$ cat config.mk
export PLATFORM = sky130hd
export DESIGN_NAME = l1_l2_arbiter_flat
export DESIGN_NICKNAME = d
export VERILOG_FILES = /design/src/rtl/l1_l2_arbiter_pkg.sv /design/src/rtl/l1_l2_arbiter_if.sv /design/src/rtl/l1_l2_arbiter_rr_picker.sv /design/src/rtl/l1_l2_arbiter.sv /design/src/flat_wrapper.sv
export SDC_FILE = /design/constraint.sdc
export NUM_CORES = 1
export LEC_CHECK = 0
export ABC_CLOCK_PERIOD_IN_PS = 11750
export CAP_MARGIN = 30
export CORE_AREA = 2 2 513 515
export CTS_CLUSTER_SIZE = 20
export DETAILED_ROUTE_END_ITERATION = 12
export DIE_AREA = 0 0 515 517
export SLEW_MARGIN = 5
export SYNTH_ARGS = -nofsm -noshare
export SYNTH_HDL_FRONTEND = slang
export SYNTH_SLANG_ARGS = --single-unit
$ cat constraint.sdc
create_clock -name i_clk -period 11.75 [get_ports i_clk]
set_input_delay 1.7625 -clock i_clk [delete_from_list [all_inputs] [get_ports i_clk]]
set_output_delay 1.7625 -clock i_clk [all_outputs]
set_load 0.02 [all_outputs]
$ cat src/rtl/l1_l2_arbiter_pkg.sv
// l1arb_pkg: shared types and constants for the L1->L2 round-robin arbiter.
//   state_t      : arbiter FSM states (IDLE, REQ, WAIT_RESP, RESP)
//   IDX_W        : width of master index / round-robin pointer (up to 16 masters)
//   WD_W         : width of the optional response watchdog counter
//   DEF_*        : default parameter values (requesters, descriptor/response widths, timeout)
//   rr_next()    : advance a round-robin pointer, wrapping at n-1 -> 0
package l1arb_pkg;

  typedef enum logic [1:0] {
    IDLE      = 2'd0,
    REQ       = 2'd1,
    WAIT_RESP = 2'd2,
    RESP      = 2'd3
  } state_t;

  localparam int IDX_W       = 4;
  localparam int WD_W        = 16;
  localparam int DEF_NREQ    = 5;
  localparam int DEF_PBITS   = 128;
  localparam int DEF_RBITS   = 256;
  localparam int DEF_TIMEOUT = 1023;

  function automatic logic [IDX_W-1:0] rr_next(input logic [IDX_W-1:0] idx, input int n);
    if (int'(idx) >= n - 1) return '0;
    return idx + {{(IDX_W-1){1'b0}}, 1'b1};
  endfunction

endpackage

$ cat src/rtl/l1_l2_arbiter_if.sv
// l1_l2_arbiter_if: bundles the L1-side request/response handshakes and the
// L2-side port of the arbiter.
//   slave  modport : arbiter view (inputs i_*, outputs o_*)
//   master modport : environment view (L1 masters + L2 model)
// Signals:
//   i_req_valid/i_req_payload/o_req_ready        : L1 request handshake (per master)
//   o_l2_req_valid/o_l2_req_payload/i_l2_req_ready : request toward L2
//   i_l2_resp_valid/i_l2_resp_data/i_l2_resp_err   : L2 response (no backpressure)
//   o_resp_valid/o_resp_data/o_resp_err/i_resp_ready : response back to L1 masters
//   o_grant_idx/o_busy                             : status
interface l1_l2_arbiter_if
  import l1arb_pkg::*;
#(
  parameter int nreq  = DEF_NREQ,
  parameter int pbits = DEF_PBITS,
  parameter int rbits = DEF_RBITS
);

  logic [nreq-1:0]       i_req_valid;
  logic [nreq*pbits-1:0] i_req_payload;
  logic [nreq-1:0]       o_req_ready;
  logic                  o_l2_req_valid;
  logic [pbits-1:0]      o_l2_req_payload;
  logic                  i_l2_req_ready;
  logic                  i_l2_resp_valid;
  logic [rbits-1:0]      i_l2_resp_data;
  logic                  i_l2_resp_err;
  logic [nreq-1:0]       o_resp_valid;
  logic [rbits-1:0]      o_resp_data;
  logic                  o_resp_err;
  logic [nreq-1:0]       i_resp_ready;
  logic [IDX_W-1:0]      o_grant_idx;
  logic                  o_busy;

  modport slave (
    input  i_req_valid, i_req_payload, i_l2_req_ready, i_l2_resp_valid,
           i_l2_resp_data, i_l2_resp_err, i_resp_ready,
    output o_req_ready, o_l2_req_valid, o_l2_req_payload, o_resp_valid,
           o_resp_data, o_resp_err, o_grant_idx, o_busy
  );

  modport master (
    output i_req_valid, i_req_payload, i_l2_req_ready, i_l2_resp_valid,
           i_l2_resp_data, i_l2_resp_err, i_resp_ready,
    input  o_req_ready, o_l2_req_valid, o_l2_req_payload, o_resp_valid,
           o_resp_data, o_resp_err, o_grant_idx, o_busy
  );

endinterface

$ cat src/rtl/l1_l2_arbiter_rr_picker.sv
// l1arb_rr_picker: combinational round-robin search. Returns the first set
// bit of req found scanning upward from ptr and wrapping at nreq.
//   req   in  nreq   request vector
//   ptr   in  IDX_W  search start position (0..nreq-1)
//   valid out 1      any request set
//   idx   out IDX_W  winning index
module l1arb_rr_picker
  import l1arb_pkg::*;
#(
  parameter int nreq = DEF_NREQ
) (
  input  logic [nreq-1:0]  req,
  input  logic [IDX_W-1:0] ptr,
  output logic             valid,
  output logic [IDX_W-1:0] idx
);

  logic [nreq-1:0]  rot;
  logic [IDX_W-1:0] off;
  logic [IDX_W:0]   sum;

  always_comb begin
    // Rotate so that bit 0 of rot corresponds to position ptr; the lowest
    // set bit of rot is then the winner's distance from the pointer.
    rot   = nreq'({req, req} >> ptr);
    valid = |rot;
    off   = '0;
    for (int i = nreq - 1; i >= 0; i--) begin
      if (rot[i]) off = IDX_W'(i);
    end
    sum = {1'b0, ptr} + {1'b0, off};
    if (sum >= (IDX_W+1)'(nreq)) sum = sum - (IDX_W+1)'(nreq);
    idx = sum[IDX_W-1:0];
  end

endmodule

$ cat src/rtl/l1_l2_arbiter.sv
// l1_l2_arbiter: round-robin scheduler sharing one L2 request/response port
// between nreq L1 masters. One transaction in flight at a time:
//   IDLE -> accept winner, latch descriptor -> REQ -> L2 accepts -> WAIT_RESP
//   -> L2 responds (latched) -> RESP -> granted master consumes -> IDLE.
// Ports:
//   i_clk  : clock
//   i_nrst : asynchronous active-low reset
//   bus    : l1_l2_arbiter_if.slave (L1 handshakes, L2 port, status)
// Optional feature: define L1ARB_TIMEOUT_EN to enable the response watchdog.
// After `timeout` cycles in WAIT_RESP without a response the arbiter returns
// an error response (err=1, data=0); a response in the expiry cycle wins.
module l1_l2_arbiter
  import l1arb_pkg::*;
#(
  parameter int nreq    = DEF_NREQ,
  parameter int pbits   = DEF_PBITS,
  parameter int rbits   = DEF_RBITS,
  parameter int timeout = DEF_TIMEOUT
) (
  input logic           i_clk,
  input logic           i_nrst,
  l1_l2_arbiter_if.slave bus
);

  if (nreq < 2 || nreq > 16) begin : g_bad_nreq
    $error("l1_l2_arbiter: nreq out of range 2..16");
  end
  if (timeout < 1 || timeout > 65535) begin : g_bad_timeout
    $error("l1_l2_arbiter: timeout out of range 1..65535");
  end

  state_t           state;
  state_t           state_nx;
  logic [IDX_W-1:0] rr_ptr;
  logic [IDX_W-1:0] grant;
  logic [pbits-1:0] req_pay_q;
  logic [rbits-1:0] resp_data_q;
  logic             resp_err_q;

  logic             pick_valid;
  logic [IDX_W-1:0] pick_idx;
  logic [nreq-1:0]  pick_onehot;
  logic [nreq-1:0]  grant_onehot;
  logic [pbits-1:0] pick_pay;

  logic             accept;
  logic             resp_take;
  logic             resp_done;
  logic             wd_expire;

  l1arb_rr_picker #(.nreq(nreq)) u_picker (
    .req   (bus.i_req_valid),
    .ptr   (rr_ptr),
    .valid (pick_valid),
    .idx   (pick_idx)
  );

  assign pick_onehot  = nreq'(1) << pick_idx;
  assign grant_onehot = nreq'(1) << grant;

  always_comb begin
    pick_pay = '0;
    for (int k = 0; k < nreq; k++) begin
      if (pick_onehot[k]) pick_pay = bus.i_req_payload[k*pbits +: pbits];
    end
  end

`ifdef L1ARB_TIMEOUT_EN
  logic [WD_W-1:0] wd_cnt;

  // Counter sits at 0 on the first WAIT_RESP cycle, so expiry after
  // exactly `timeout` cycles spent waiting.
  assign wd_expire = (wd_cnt == WD_W'(timeout - 1));

  always_ff @(posedge i_clk or negedge i_nrst) begin
    if (!i_nrst) begin
      wd_cnt <= '0;
    end else if (state != WAIT_RESP) begin
      wd_cnt <= '0;
    end else begin
      wd_cnt <= wd_cnt + {{(WD_W-1){1'b0}}, 1'b1};
    end
  end
`else
  assign wd_expire = 1'b0;
`endif

  always_comb begin
    state_nx  = state;
    accept    = 1'b0;
    resp_take = 1'b0;
    resp_done = 1'b0;
    case (state)
      IDLE: begin
        if (pick_valid) begin
          accept   = 1'b1;
          state_nx = REQ;
        end
      end
      REQ: begin
        // A response arriving here is ignored: L2 may not answer before accepting.
        if (bus.i_l2_req_ready) state_nx = WAIT_RESP;
      end
      WAIT_RESP: begin
        if (bus.i_l2_resp_valid) begin
          resp_take = 1'b1;
          state_nx  = RESP;
        end else if (wd_expire) begin
          state_nx  = RESP;
        end
      end
      RESP: begin
        // Only the granted master's ready counts.
        if (|(bus.i_resp_ready & grant_onehot)) begin
          resp_done = 1'b1;
          state_nx  = IDLE;
        end
      end
      default: state_nx = IDLE;
    endcase
  end

  always_ff @(posedge i_clk or negedge i_nrst) begin
    if (!i_nrst) begin
      state       <= IDLE;
      rr_ptr      <= '0;
      grant       <= '0;
      req_pay_q   <= '0;
      resp_data_q <= '0;
      resp_err_q  <= 1'b0;
    end else begin
      state <= state_nx;
      if (accept) begin
        grant     <= pick_idx;
        req_pay_q <= pick_pay;
      end
      if (resp_take) begin
        resp_data_q <= bus.i_l2_resp_data;
        resp_err_q  <= bus.i_l2_resp_err;
      end else if (state == WAIT_RESP && wd_expire) begin
        resp_data_q <= '0;
        resp_err_q  <= 1'b1;
      end
      if (resp_done) rr_ptr <= rr_next(grant, nreq);
    end
  end

  // Accept strobe is combinational; hold it low while reset is asserted so
  // every output reads zero during reset.
  assign bus.o_req_ready      = (accept && i_nrst) ? pick_onehot : '0;
  assign bus.o_l2_req_valid   = (state == REQ);
  assign bus.o_l2_req_payload = req_pay_q;
  assign bus.o_resp_valid     = (state == RESP) ? grant_onehot : '0;
  assign bus.o_resp_data      = resp_data_q;
  assign bus.o_resp_err       = resp_err_q;
  assign bus.o_grant_idx      = grant;
  assign bus.o_busy           = (state != IDLE);

endmodule

$ cat src/flat_wrapper.sv
// flat-port wrapper written by rule: the top's interface ports become plain ports
module l1_l2_arbiter_flat import l1arb_pkg::*;
#(
  parameter int nreq    = DEF_NREQ,
  parameter int pbits   = DEF_PBITS,
  parameter int rbits   = DEF_RBITS,
  parameter int timeout = DEF_TIMEOUT
)
  (i_clk, i_nrst, bus_i_req_valid, bus_i_req_payload, bus_i_l2_req_ready, bus_i_l2_resp_valid, bus_i_l2_resp_data, bus_i_l2_resp_err, bus_i_resp_ready, bus_o_req_ready, bus_o_l2_req_valid, bus_o_l2_req_payload, bus_o_resp_valid, bus_o_resp_data, bus_o_resp_err, bus_o_grant_idx, bus_o_busy);
  l1_l2_arbiter_if #(.nreq(nreq), .pbits(pbits), .rbits(rbits)) bus_i ();
  input logic i_clk;
  input logic i_nrst;
  input wire logic [$bits(bus_i.i_req_valid)-1:0] bus_i_req_valid;
  input wire logic [$bits(bus_i.i_req_payload)-1:0] bus_i_req_payload;
  input wire logic [$bits(bus_i.i_l2_req_ready)-1:0] bus_i_l2_req_ready;
  input wire logic [$bits(bus_i.i_l2_resp_valid)-1:0] bus_i_l2_resp_valid;
  input wire logic [$bits(bus_i.i_l2_resp_data)-1:0] bus_i_l2_resp_data;
  input wire logic [$bits(bus_i.i_l2_resp_err)-1:0] bus_i_l2_resp_err;
  input wire logic [$bits(bus_i.i_resp_ready)-1:0] bus_i_resp_ready;
  output wire logic [$bits(bus_i.o_req_ready)-1:0] bus_o_req_ready;
  output wire logic [$bits(bus_i.o_l2_req_valid)-1:0] bus_o_l2_req_valid;
  output wire logic [$bits(bus_i.o_l2_req_payload)-1:0] bus_o_l2_req_payload;
  output wire logic [$bits(bus_i.o_resp_valid)-1:0] bus_o_resp_valid;
  output wire logic [$bits(bus_i.o_resp_data)-1:0] bus_o_resp_data;
  output wire logic [$bits(bus_i.o_resp_err)-1:0] bus_o_resp_err;
  output wire logic [$bits(bus_i.o_grant_idx)-1:0] bus_o_grant_idx;
  output wire logic [$bits(bus_i.o_busy)-1:0] bus_o_busy;
  assign bus_i.i_req_valid = bus_i_req_valid;
  assign bus_i.i_req_payload = bus_i_req_payload;
  assign bus_i.i_l2_req_ready = bus_i_l2_req_ready;
  assign bus_i.i_l2_resp_valid = bus_i_l2_resp_valid;
  assign bus_i.i_l2_resp_data = bus_i_l2_resp_data;
  assign bus_i.i_l2_resp_err = bus_i_l2_resp_err;
  assign bus_i.i_resp_ready = bus_i_resp_ready;
  assign bus_o_req_ready = bus_i.o_req_ready;
  assign bus_o_l2_req_valid = bus_i.o_l2_req_valid;
  assign bus_o_l2_req_payload = bus_i.o_l2_req_payload;
  assign bus_o_resp_valid = bus_i.o_resp_valid;
  assign bus_o_resp_data = bus_i.o_resp_data;
  assign bus_o_resp_err = bus_i.o_resp_err;
  assign bus_o_grant_idx = bus_i.o_grant_idx;
  assign bus_o_busy = bus_i.o_busy;
  l1_l2_arbiter #(.nreq(nreq), .pbits(pbits), .rbits(rbits), .timeout(timeout)) u_core (.i_clk(i_clk), .i_nrst(i_nrst), .bus(bus_i));
endmodule
==> impl_results.md, run 1 <==
- Met1 wire length: 68060 um
- Worst min path class: reg -> reg
- CTS tree: done
- WP data arrival: 7.41 ns
- Syn Inst Count: 1752
- Yosys reg bits: 395
- WP buf/inv: 4
- Post-CTS sizing: 0
- Least-Margin Pin Slew: ~1.1 ns
- Primary FF master, synth: dfrtp_1
- Row cnt: between 150 and 200
- Setup Skew: 0.04307 ns
- Ports: 1312
- Post-DRT Antenna Nets: 0
- Port Buffers: between 1000 and 1500
- Core ar.: 261100 sq um
- Final Slew Violations: 0
- Clock Root Buffer: clkbuf_16
- TritonCTS Sinks: 395
- Synth top area share: between 40% and 50%
- Critical Path Max Stage Delay: 0.70 ns
- Critical-path cell list: clkdlybuf4s50_1 -> mux2_2 -> and3_1 -> a211oi_1 -> a2111oi_0 -> o41a_1 -> ha_1 -> fa_1 -> inv_1 -> ha_1 -> a21oi_1 -> nand4_1 -> a32oi_4 -> buf_12 -> nand3_1 -> nor2_1 -> clkdlybuf4s50_1
- Final period util: between 70% and 80%
- Die width: 515 um
- Largest net degree at the start of global routing: 90
- DRT Wirelength: 195800 um
- Routed met3 length: roughly 29000 um
- Pre-CTS setup slack: 2.541 ns
- Synthesis-to-layout area growth: 97.52%
- Total gr overflow: 0
- Area of the mapped netlist: around 20000 sq um
- Clk Latency, worst-skew pair: 0.70 ns
- Syn avg cell area: around 11 sq um
- Final setup vio count: 0
- Placer Congestion: 0.9098
- Initial Utilization: 7.586%
- First-pass GRT wire length: roughly 240000 um
- Via count: approximately 22000
- Via density: between 3 and 4
- Tmin final: around 9 ns
- Leading cell types by total area after synthesis: dfrtp_1, mux2_2, a221o_1
- # DRC: 0
- Layout cell share with drive strength beyond 1: 14.36%
- Post-synthesis sequential area ratio: 49.90%
- Sum of negative setup slack: 0 ns
- Initial detailed-routing violation count: 1353
- Nets@finish: 3916
- Met2 WL: 89970 um
- Critical path type: in -> out
- Worst-path fanout max: 89
- Post-synth top cells: dfrtp_1, mux2_2, nand2_1
- WL/cell: 30.10 um
- Final Hold Fails: 0
- Ys async rst share: 100.0%
- Maximum clock path buffer count: 3
- Setup crit end kind: output pin
- Post-CTS setup buffer count: 0
- RSZ-0062 raised after global routing: no
- H-tree levels: 2
- Die Ht: 517 um
- Synth Net Count: approximately 2700
- Clk slew on worst S/H paths: 0.05 ns
- Largest area contributor in the netlist: dfrtp_1
- CP max-delay cell: clkdlybuf4s50_1
- Initial antenna violation count: between 150 and 200
- HPWL Detailed: approximately 170000 um
- Data required time of the critical path: 9.99 ns
- CTS buffer count: 57
- Yosys warns: 0
- Critical Path Start Type: input port
- Max transition margin: between 20% and 30%
- Post-synth EDFFs: 0
- Outcome: finished clean
- Fmax: approximately 0.11 GHz
- Router iterations before antenna repair: 8
- Tot GR Track Use: 13.96%
- Cell family with most CP delay: buffers and inverters
- Top sig layer: met5
- Die area: 266300 sq um
- Synth unique cells: 62
- Most common cell in the netlist: dfrtp_1
- Max-cap violation count: 0
- Vias in the first global route: ~22000
- PnR worst setup slack: roughly 2.6 ns
- Cts hold-fix bufs: 0
-- area by class of cell --
type / count / area [sq um]
diodes: 47 / 117.6
multi-input cells: 1171 / 9163
clock buffers: 76 / 1609
flip-flops and latches: 395 / 9884
well taps: 3420 / 4279
inverters: 12 / 45.04
fillers: 29140 / 222000
repair buffers: 1352 / 13560
clock inverters: 31 / 465.4
-- flip-flops by register name (all words and copies together), names as in the netlist --
signal and flops:
u_core.state 2, u_core.bus.o_resp_data 256, u_core.bus.o_grant_idx 4, u_core.bus.o_resp_err 1, u_core.bus.o_l2_req_payload 128, u_core.rr_ptr 4
-- kinds of logic (layout without fill, tap and decap cells) --
logic type,after synthesis,count (layout),synth area share [%]
mux,276,276,15.91
buf+inv,186,1471,4.308
xor+xnor,5,5,0.3917
simple gates,426,426,10.09
compound gates,448,448,18.36
other cells,0,47,0
flops,395,395,49.90
fa+ha+maj,16,16,1.049
-- metrics by stage --
step / instances / utilization, % / cell area [sq um] / hold slack [ns]
after floorplan: 1752 / - / 19810 / 0.5327
after global placement: 6344 / 14.09 / 36790 / 0.4847
after detailed placement: 6347 / 14.12 / 36870 / 0.4923
after CTS: 6454 / 14.91 / 38940 / 0.5051
after global routing: 6479 / 14.96 / 39060 / 0.5092
final: 6504 / 14.98 / 39130 / 0.5020
-- per-layer routing --
metal	GRT usage (%)	vias to the layer above
li1	-	9299
met1	14.29	10690
met2	22.85	1404
met3	8.718	358
met4	5.488	86
met5	0	-
-- cell usage in the layout (no fill, tap or decap), types with 10 or more instances in the layout --
master / synthesis / layout
a221o_1: 120 / 120
a221oi_1: 119 / 118
a22oi_1: 10 / 10
a31oi_1: 129 / 129
and3_1: 128 / 128
buf_4: 1 / 35
clkbuf_16: 0 / 58
clkdlybuf4s50_1: 0 / 1307
clkinv_2: 0 / 10
dfrtp_1: 395 / 395
diode_2: 0 / 47
ha_1: 15 / 15
inv_1: 12 / 12
mux2_2: 270 / 270
nand2_1: 254 / 253
nor2_1: 14 / 14
o21ai_0: 15 / 15
o22ai_1: 10 / 10
-- final timing paths --
| kind | startpoint | end | slack (ns) | depth (start not counted) |
|---|---|---|---|---|
| max | bus_i_req_valid[3] | bus_o_req_ready[3] | 2.58 | 17 |
| min | u_core.bus.o_resp_data[100] | u_core.bus.o_resp_data[100] | 0.50 | 1 |
| max reg2reg | u_core.rr_ptr[1] | u_core.bus.o_l2_req_payload[110] | 4.34 | 19 |
| min reg2reg | u_core.bus.o_resp_data[100] | u_core.bus.o_resp_data[100] | 0.50 | 1 |
| max in group asynchronous | i_nrst | u_core.bus.o_resp_data[170] | 7.91 | 4 |
| min in group asynchronous | i_nrst | u_core.bus.o_l2_req_payload[37] | 1.00 | 1 |
Power of run 1 is not shown: default switching activity piles up to over one toggle a cycle in this logic, so the estimate is an artifact.
==> run 2, diff against run 1 <==
--- a/config.mk
+++ b/config.mk
@@ -5,12 +5,12 @@
 export SDC_FILE = /design/constraint.sdc
 export NUM_CORES = 1
 export LEC_CHECK = 0
-export ABC_CLOCK_PERIOD_IN_PS = 11750
+export ABC_CLOCK_PERIOD_IN_PS = 8100
 export CAP_MARGIN = 30
-export CORE_AREA = 2 2 513 515
+export CORE_AREA = 2 2 516 518
 export CTS_CLUSTER_SIZE = 20
 export DETAILED_ROUTE_END_ITERATION = 12
-export DIE_AREA = 0 0 515 517
+export DIE_AREA = 0 0 518 520
 export SLEW_MARGIN = 5
 export SYNTH_ARGS = -nofsm -noshare
 export SYNTH_HDL_FRONTEND = slang
==> constraint.sdc (replaced) <==
create_clock -name i_clk -period 8.1 [get_ports i_clk]
set_input_delay 1.215 -clock i_clk [delete_from_list [all_inputs] [get_ports i_clk]]
set_output_delay 1.215 -clock i_clk [all_outputs]
set_load 0.02 [all_outputs]
==> impl_results.md, run 2 (synthesized netlist as in run 1, its figures left out) <==
- Router iterations before antenna repair: 7
- Die area: 269400 sq um
- CTS tree: done
- Tmin final: 7.716 ns
- Die Ht: 520 um
- First-pass GRT wire length: 245300 um
- Least-Margin Pin Slew: 1.037 ns
- Placer Congestion: 0.9569
- HPWL Detailed: 169300 um
- WL/cell: 29.52 um
- TritonCTS Sinks: between 300 and 400
- Final Hold Fails: 0
- Final period util: 95.26%
- Max reg flops: 256
- Core ar.: around 260000 sq um
- Via density: between 3 and 4
- Clk slew on worst S/H paths: 0.06 ns
- WP buf/inv: 3
- Critical-path cell list: clkdlybuf4s50_1 -> mux2_2 -> and3_1 -> a211oi_1 -> a2111oi_0 -> o41a_1 -> ha_1 -> fa_1 -> inv_1 -> ha_1 -> a21oi_1 -> nand4_1 -> a32oi_4 -> nand3_1 -> nor2_1 -> clkdlybuf4s50_1
- Outcome: finished clean
- Post-CTS sizing: 0
- Clk Latency, worst-skew pair: 0.72 ns
- DRT Wirelength: 196100 um
- Initial Utilization: 7.506%
- CP max-delay cell: fa_1
- Nets@finish: 3948
- Cell family with most CP delay: compound AO/OA/AOI/OAI gates
- Vias in the first global route: 22700
- Fill cells: 29630
- Row cnt: 189
- Post-CTS setup buffer count: 0
- Cts hold-fix bufs: 0
- Initial detailed-routing violation count: 1404
- Max transition margin: between 30 and 40%
- Ports: 1312
- Critical Path Start Type: input port
- Total gr overflow: 0
- Max-cap violation count: 0
- Fmax: 0.1296 GHz
- H-tree levels: 2
- Maximum clock path buffer count: 3
- Port Buffers: 1311
- Synthesis-to-layout area growth: 99.73%
- Critical Path Max Stage Delay: 0.67 ns
- Die width: 518 um
- Data required time of the critical path: slightly below 7 ns
- Setup Skew: 0.03065 ns
- RSZ-0062 raised after global routing: no
- Clock Root Buffer: clkbuf_16
- Final setup vio count: 0
- Commonest non-fill, non-tap cell in the layout: clkdlybuf4s50_1
- Most frequent cells in the layout: clkdlybuf4s50_1, dfrtp_1, mux2_2
- Final Slew Violations: 0
- Worst min path class: in -> async
- Setup crit end kind: output pin
- Initial antenna violation count: 181
- Largest net degree at the start of global routing: 118
- Via count: 21970
- CTS buffer count: 59
- WP data arrival: 6.50 ns
- Worst-path fanout max: 8
- Sum of negative setup slack: 0 ns
- Post-DRT Antenna Nets: 0
- # DRC: 0
- Critical path type: in -> out
- Layout cell share with drive strength beyond 1: 15.26%
- Tot GR Track Use: ~14%
run 2: cell types whose count changed in the layout (fill, tap and decap cells not counted), sizes merged:
cell | previous run | this run
buf | 45 | 74
bufinv | 9 | 8
clkbuf | 76 | 73
clkdlybuf4s50 | 1307 | 1308
clkinv | 15 | 14
clkinvlp | 2 | 7
diode | 47 | 45
inv | 17 | 16
run 2: metal layers:
layer	up-vias	global-route usage [%]	share of wire, %
met3	419	7.878	13
met5	-	0	0.30
met2	1489	23.13	46
li1	9327	-	-
met4	92	6.745	5.4
met1	10650	14.30	35
run 2: per-stage QoR:
| stage | cells | instance area [sq um] | worst slack (ns) | hold slack [ns] | util, % |
|---|---|---|---|---|---|
| 2_1_floorplan | 1752 | 19810 | 1.801 | 0.5327 | - |
| 3_3_place_gp | 6492 | 37350 | 0.3147 | 0.4859 | 14.15 |
| 3_5_place_dp | 6493 | 37380 | 0.4539 | 0.4913 | 14.16 |
| 4_1_cts | 6599 | 39450 | 0.4226 | 0.3606 | 14.95 |
| 5_1_grt | 6626 | 39520 | 0.1097 | 0.3871 | 14.97 |
| 6_report | 6644 | 39560 | 0.3843 | 0.4044 | 14.99 |
run 2: worst register-to-register path: stages, from the launching register on:
cell	delay, ns
dfrtp_1	0.69
mux2_2	0.43
and3_1	0.19
a211oi_1	0.24
a2111oi_0	0.12
o41a_1	0.36
ha_1	0.24
fa_1	0.67
inv_1	0.14
ha_1	0.24
a21oi_1	0.50
nand3_1	0.28
a221oi_4	0.46
buf_12	0.37
buf_12	0.35
a221oi_1	0.31
a31oi_1	0.39
a221o_1	0.21
run 2: final cells by class:
class / instances / area, sq um / share of cell area (%)
repair buffers: 1382 / 13860 / 35.04
clock inverters: 33 / 459.2 / 1.161
diodes: 45 / 112.6 / 0.2846
clock buffers: 73 / 1609 / 4.067
inverters: 12 / 45.04 / 0.1139
multi-input cells: 1171 / 9169 / 23.18
well taps: 3533 / 4420 / 11.17
flip-flops and latches: 395 / 9884 / 24.98
run 2: path summary, 6_finish.rpt:
kind | from | depth (start not counted) | to | slack [ns]
setup / recovery | bus_i_req_valid[3] | 16 | bus_o_req_ready[3] | 0.38
hold / removal | i_nrst | 1 | u_core.bus.o_resp_data[5] | 0.40
setup reg to reg | u_core.rr_ptr[1] | 17 | u_core.bus.o_l2_req_payload[43] | 1.86
hold reg to reg | u_core.bus.o_resp_data[130] | 1 | u_core.bus.o_resp_data[130] | 0.50
max in group asynchronous | i_nrst | 5 | u_core.bus.o_resp_data[97] | 5.70
min in group i_clk | u_core.bus.o_resp_data[130] | 1 | u_core.bus.o_resp_data[130] | 0.50
Power of run 2 is left out for the same reason.
